==> config.mk <==
export PLATFORM = sky130hd
export DESIGN_NAME = vram_arbiter
export DESIGN_NICKNAME = d
export VERILOG_FILES = /design/src/rtl/vram_arbiter.sv
export SDC_FILE = /design/constraint.sdc
export NUM_CORES = 1
export LEC_CHECK = 0
export BUFFER_PORTS_ARGS = -buffer_cell sky130_fd_sc_hd__buf_2
export CORE_MARGIN = 3
export CORE_UTILIZATION = 47
export DETAILED_ROUTE_END_ITERATION = 10
export GPL_TIMING_DRIVEN = 0
export PLACE_DENSITY_LB_ADDON = 0.05
export SETUP_SLACK_MARGIN = 0.02
export SKIP_CTS_REPAIR_TIMING = 1
export SYNTH_ARGS = -nofsm -noshare
export SYNTH_HDL_FRONTEND = slang
export SYNTH_SLANG_ARGS = --single-unit
==> constraint.sdc <==
create_clock -name clk -period 3.8 [get_ports clk]
set_clock_uncertainty 0.1 [all_clocks]
set_input_delay 0 -clock clk [delete_from_list [all_inputs] [get_ports clk]]
set_output_delay 0 -clock clk [all_outputs]
set_load 0.005 [all_outputs]
==> src/rtl/vram_arbiter.sv <==
// Two-port arbiter for the single-port video memory: the display fetch has priority,
// a run-length guard lets drawing through, and read data is routed back to the issuing port.
module vram_arbiter #(
   parameter int ADDR_W  = 24,
   parameter int DATA_W  = 24,
   parameter int RD_LAT  = 2,
   parameter int MAX_RUN = 8
) (
   input  logic              clk,
   input  logic              rst,
   input  logic              disp_req,
   input  logic [ADDR_W-1:0] disp_addr,
   output logic              disp_gnt,
   output logic [DATA_W-1:0] disp_rdata,
   output logic              disp_rvalid,
   input  logic              draw_req,
   input  logic              draw_we,
   input  logic [ADDR_W-1:0] draw_addr,
   input  logic [DATA_W-1:0] draw_wdata,
   output logic              draw_gnt,
   output logic [DATA_W-1:0] draw_rdata,
   output logic              draw_rvalid,
   output logic              mem_en,
   output logic              mem_we,
   output logic [ADDR_W-1:0] mem_addr,
   output logic [DATA_W-1:0] mem_wdata,
   input  logic [DATA_W-1:0] mem_rdata
);

   // state      | meaning
   // ARB        | display has priority, draw served only when display is idle
   // FORCE_DRAW | display run limit reached, draw has priority for one grant
   typedef enum logic {
      ARB        = 1'b0,
      FORCE_DRAW = 1'b1
   } state_t;

   localparam int RUN_W = $clog2(MAX_RUN + 1);
   localparam logic [RUN_W-1:0] RUN_MAX  = RUN_W'(MAX_RUN);
   localparam logic [RUN_W-1:0] RUN_LAST = RUN_W'(MAX_RUN - 1);

   state_t           state, state_nxt;
   logic [RUN_W-1:0] run_cnt, run_cnt_nxt;

   // port that issued the access currently on the memory bus (1 = draw)
   logic             mem_port;
   logic [RD_LAT-1:0] tag_vld;
   logic [RD_LAT-1:0] tag_port;

   always_comb begin
      disp_gnt    = 1'b0;
      draw_gnt    = 1'b0;
      state_nxt   = state;
      run_cnt_nxt = run_cnt;

      case (state)
         ARB: begin
            disp_gnt = disp_req;
            draw_gnt = draw_req & ~disp_req;
         end
         FORCE_DRAW: begin
            draw_gnt  = draw_req;
            disp_gnt  = disp_req & ~draw_req;
            // every cycle here either grants someone or sees both ports idle
            state_nxt = ARB;
         end
         default: state_nxt = ARB;
      endcase

      if (draw_gnt || !draw_req) begin
         run_cnt_nxt = '0;
      end else if (disp_gnt) begin
         if (state == ARB && run_cnt >= RUN_LAST) begin
            run_cnt_nxt = '0;
            state_nxt   = FORCE_DRAW;
         end else if (run_cnt != RUN_MAX) begin
            run_cnt_nxt = run_cnt + 1'b1;
         end
      end
   end

   always_ff @(posedge clk or posedge rst) begin
      if (rst) begin
         state   <= ARB;
         run_cnt <= '0;
      end else begin
         state   <= state_nxt;
         run_cnt <= run_cnt_nxt;
      end
   end

   always_ff @(posedge clk or posedge rst) begin
      if (rst) begin
         mem_en    <= 1'b0;
         mem_we    <= 1'b0;
         mem_addr  <= '0;
         mem_wdata <= '0;
         mem_port  <= 1'b0;
      end else begin
         mem_en <= disp_gnt | draw_gnt;
         mem_we <= draw_gnt & draw_we;
         if (disp_gnt) begin
            mem_addr <= disp_addr;
            mem_port <= 1'b0;
         end else if (draw_gnt) begin
            mem_addr  <= draw_addr;
            mem_wdata <= draw_wdata;
            mem_port  <= 1'b1;
         end
      end
   end

   // tag pipeline mirrors the memory latency so returning data knows its owner
   always_ff @(posedge clk or posedge rst) begin
      if (rst) begin
         tag_vld  <= '0;
         tag_port <= '0;
      end else begin
         tag_vld[0]  <= mem_en & ~mem_we;
         tag_port[0] <= mem_port;
         for (int i = 1; i < RD_LAT; i++) begin
            tag_vld[i]  <= tag_vld[i-1];
            tag_port[i] <= tag_port[i-1];
         end
      end
   end

   always_ff @(posedge clk or posedge rst) begin
      if (rst) begin
         disp_rdata  <= '0;
         disp_rvalid <= 1'b0;
         draw_rdata  <= '0;
         draw_rvalid <= 1'b0;
      end else begin
         disp_rvalid <= tag_vld[RD_LAT-1] & ~tag_port[RD_LAT-1];
         draw_rvalid <= tag_vld[RD_LAT-1] & tag_port[RD_LAT-1];
         if (tag_vld[RD_LAT-1] && !tag_port[RD_LAT-1]) begin
            disp_rdata <= mem_rdata;
         end
         if (tag_vld[RD_LAT-1] && tag_port[RD_LAT-1]) begin
            draw_rdata <= mem_rdata;
         end
      end
   end

endmodule

==> results.yml <==
clock_network:
  clk_latency_ns: 0.35
  clk_path_buf_depth: 2
  root_buffer: "clkbuf_8"
  cts.sinks: 110
  cts_max_level: 3
  cts_buffers: 9
  clk_pin_slew_ns: 0.10
  cts_tree: "yes"
drt:
  drt_first_pass_iters: 4
  routed_wl_um: 12460
  post_drt_wl_per_cell_um: 16.01
  ant_nets: 0
  drtIter0Drc: 75
  vias: 3896
  viasPerCell: 5.008
  drc: 0
finish:
  finalInstanceArea_um2: 7038
  final.fill_count: 544
  antenna_cells: 0
  drive_above_1_share_pct: 45.52
  finish.net_count: 769
  syn2layout_area_growth_pct: 58.85
logic_synthesis:
  netlist.top_cell.by_area: "dfrtp_1"
  synth_common_cells: "dfrtp_1 (110), mux2_2 (72), nor2_1 (29)"
  async_flop_share_pct: 100.0
  synth_area_um2: 4430
  syn_nets: 432
  synth_flop_cell: "dfrtp_1"
  ys_ff_latch: 110
  avgSynthCellArea_um2: 13.47
  synth_cells: 329
  yosys.cell_count.top_type: "dfrtp_1"
  synth_edf_count: 0
  synthTopCellsByArea: "dfrtp_1 (62%), mux2_2 (18%), a211oi_1 (4.1%), o22ai_1 (3.4%), nor2_1 (2.5%)"
  ys_seq_area_share_pct: 62.13
  synth_top_area_share_pct: 62.13
  synthDistinctLibCells: 25
  ys_warn_count: 0
timing:
  relSlewSlack_pct: 65.76
  rsz0062_at_grt: "false"
  finalMaxSlewViolations: 0
  max_freq_mhz: 380.7
  period_needed_ns: 2.627
  worstMarginPinSlew_ns: 0.5136
  finalCritPeriodShare_pct: 69.12
  setup_viol: 0
  hold_viol_final: 0
worst_setup_path:
  crit_family: "buffers and inverters"
  required_ns: 3.94
  startpoint_type: "primary input"
  slowest_stage: "dlygate4sd3_1"
  crit_path_max_incr_delay_ns: 0.61
  critPathMaxFanout: 10
  worstSetupEndpointType: "flip-flop"
  worstSetupPathType: "in -> reg"
  cp.arrival_ns: 2.77
  critPathBufInv: 7
  crit_chain: "dlygate4sd3_1, buf_2, buf_2, a21bo_1, buf_2, buf_6, o22ai_1, dlygate4sd3_1, nor2_1, dlygate4sd3_1"
floorplanning:
  die_w_um: 103.1
  core_area_um2: 8934
  num_io_pins: 203
  die_y_um: 103.1
  die-area_um2: 10630
  initial_core_util_pct: 49.59
  rows: 34
global_routing:
  grt_pass1_wl_um: 15850
  grt_overflow: 0
  grt_max_degree: 71
  antenna_found_initial: 0
  grt_pass1_vias: 3328
  grt_usage_pct: 19.15
pwr:
  power_mw: 2.789
  power.density_nw_per_um2: 396.3
  power_leakage_nw: 3.385
  ir_worst_vdd_v: 0.0002343
placement:
  numPortBuffers: 201
  dp_hpwl_um: 7793
  placed_area_um2: 5602
  finalWeightedCongestion: 0.7702
hold_path:
  hold_class: "in -> reg"
run_status:
  status: "finished, final reports clean"
job:
  maxCapViolCount: 0
==> cells in the final DEF, fill, tap and decap left out, types with 9 or more instances in the layout <==
master         netlist  routed
buf_2                8     209
dlygate4sd3_1        0     124
dfrtp_1            110     110
mux2_2              72      72
nor2_1              29      29
a211oi_1            24      24
o22ai_1             24      24
nor2b_1             17      17
clkbuf_8             0       9
==> area by class of cell <==
class / instances / area [um2] / share of cell area, %
clock inverter: 5 / 67.56 / 0.9600
multi-input combinational: 189 / 1521 / 21.62
timing repair buffer: 326 / 2275 / 32.32
tap: 108 / 135.1 / 1.920
inverter: 9 / 36.28 / 0.5156
sequential: 110 / 2753 / 39.11
buffer: 21 / 122.6 / 1.742
clock buffer: 10 / 127.6 / 1.813
==> through the flow <==
stage / setup WS (ns) / setup TNS (ns) / hold WS (ns) / cells / util, %
finish: 1.173 / 0 / 0.04116 / 778 / 78.78
global route: 1.096 / 0 / 0.04507 / 778 / 78.78
floorplan: 0.7977 / 0 / 0.05045 / 329 / -
global placement: -0.4006 / -43.63 / 0.1310 / 638 / 62.37
CTS: 2.141 / 0 / -0.4177 / 654 / 64.89
detailed placement: 2.231 / 0 / -0.01759 / 639 / 62.70
==> flip-flops by register name, indices dropped and copies added, names as in the netlist <==
signal / count
disp_rdata: 24
draw_rdata: 24
mem_addr: 24
mem_wdata: 24
run_cnt: 4
tag_port: 2
tag_vld: 2
disp_rvalid: 1
draw_rvalid: 1
mem_en: 1
mem_port: 1
mem_we: 1
state: 1
==> worst register-to-register path: cells and delay by family, from the launching register on <==
family                 cells  cell delay [ns]
buffers and inverters      3             1.56
AND/OR/NAND/NOR            2             0.32
flip-flops                 1             0.41
AO/OA/AOI/OAI              1             0.16
==> path summary, 6_finish.rpt <==
kind                                       startpoint  cells past startpoint                          to  slack, ns
worst max register to register        state$_DFF_PP0_                      6     mem_addr[5]$_DFFE_PP0P_       1.19
worst min-delay path                         draw_req                      3   mem_wdata[22]$_DFFE_PP0P_       0.04
min in group asynchronous                         rst                      3  draw_rdata[14]$_DFFE_PP0P_       0.15
max in group asynchronous                         rst                      4        mem_port$_DFFE_PP0P_       2.74
worst max-delay path                         disp_req                     10     mem_addr[5]$_DFFE_PP0P_       1.17
worst min register to register  tag_port[0]$_DFF_PP0_                      0       tag_port[1]$_DFF_PP0_       0.26
==> power by group <==
group | switching, mW | total, mW | internal, mW | leakage, nW
clock | 0.397 | 0.710 | 0.313 | 0.0993
sequential | 0.0787 | 1.42 | 1.34 | 1.29
combinational | 0.261 | 0.663 | 0.401 | 2.00
total | 0.737 | 2.79 | 2.05 | 3.38
==> cells by family (layout without fill, tap and decap cells) <==
family / Yosys count / after routing / share of synthesized area (%)
AO/OA/AOI/OAI: 51 / 51 / 7.907
AND/OR/NAND/NOR: 64 / 64 / 7.569
multiplexers: 72 / 72 / 18.30
flip-flops: 110 / 110 / 62.13
adder cells (fa/ha/maj): 2 / 2 / 0.5647
buffers and inverters: 30 / 371 / 3.530
==> layer usage <==
metal	vias up	global-route usage (%)	wire length (um)
li1	1829	-	-
met1	1882	22.81	4803
met2	157	32.61	6441
met3	28	6.022	897
met4	0	6.972	314
met5	-	0	0
(Power assumes the default switching activity.)
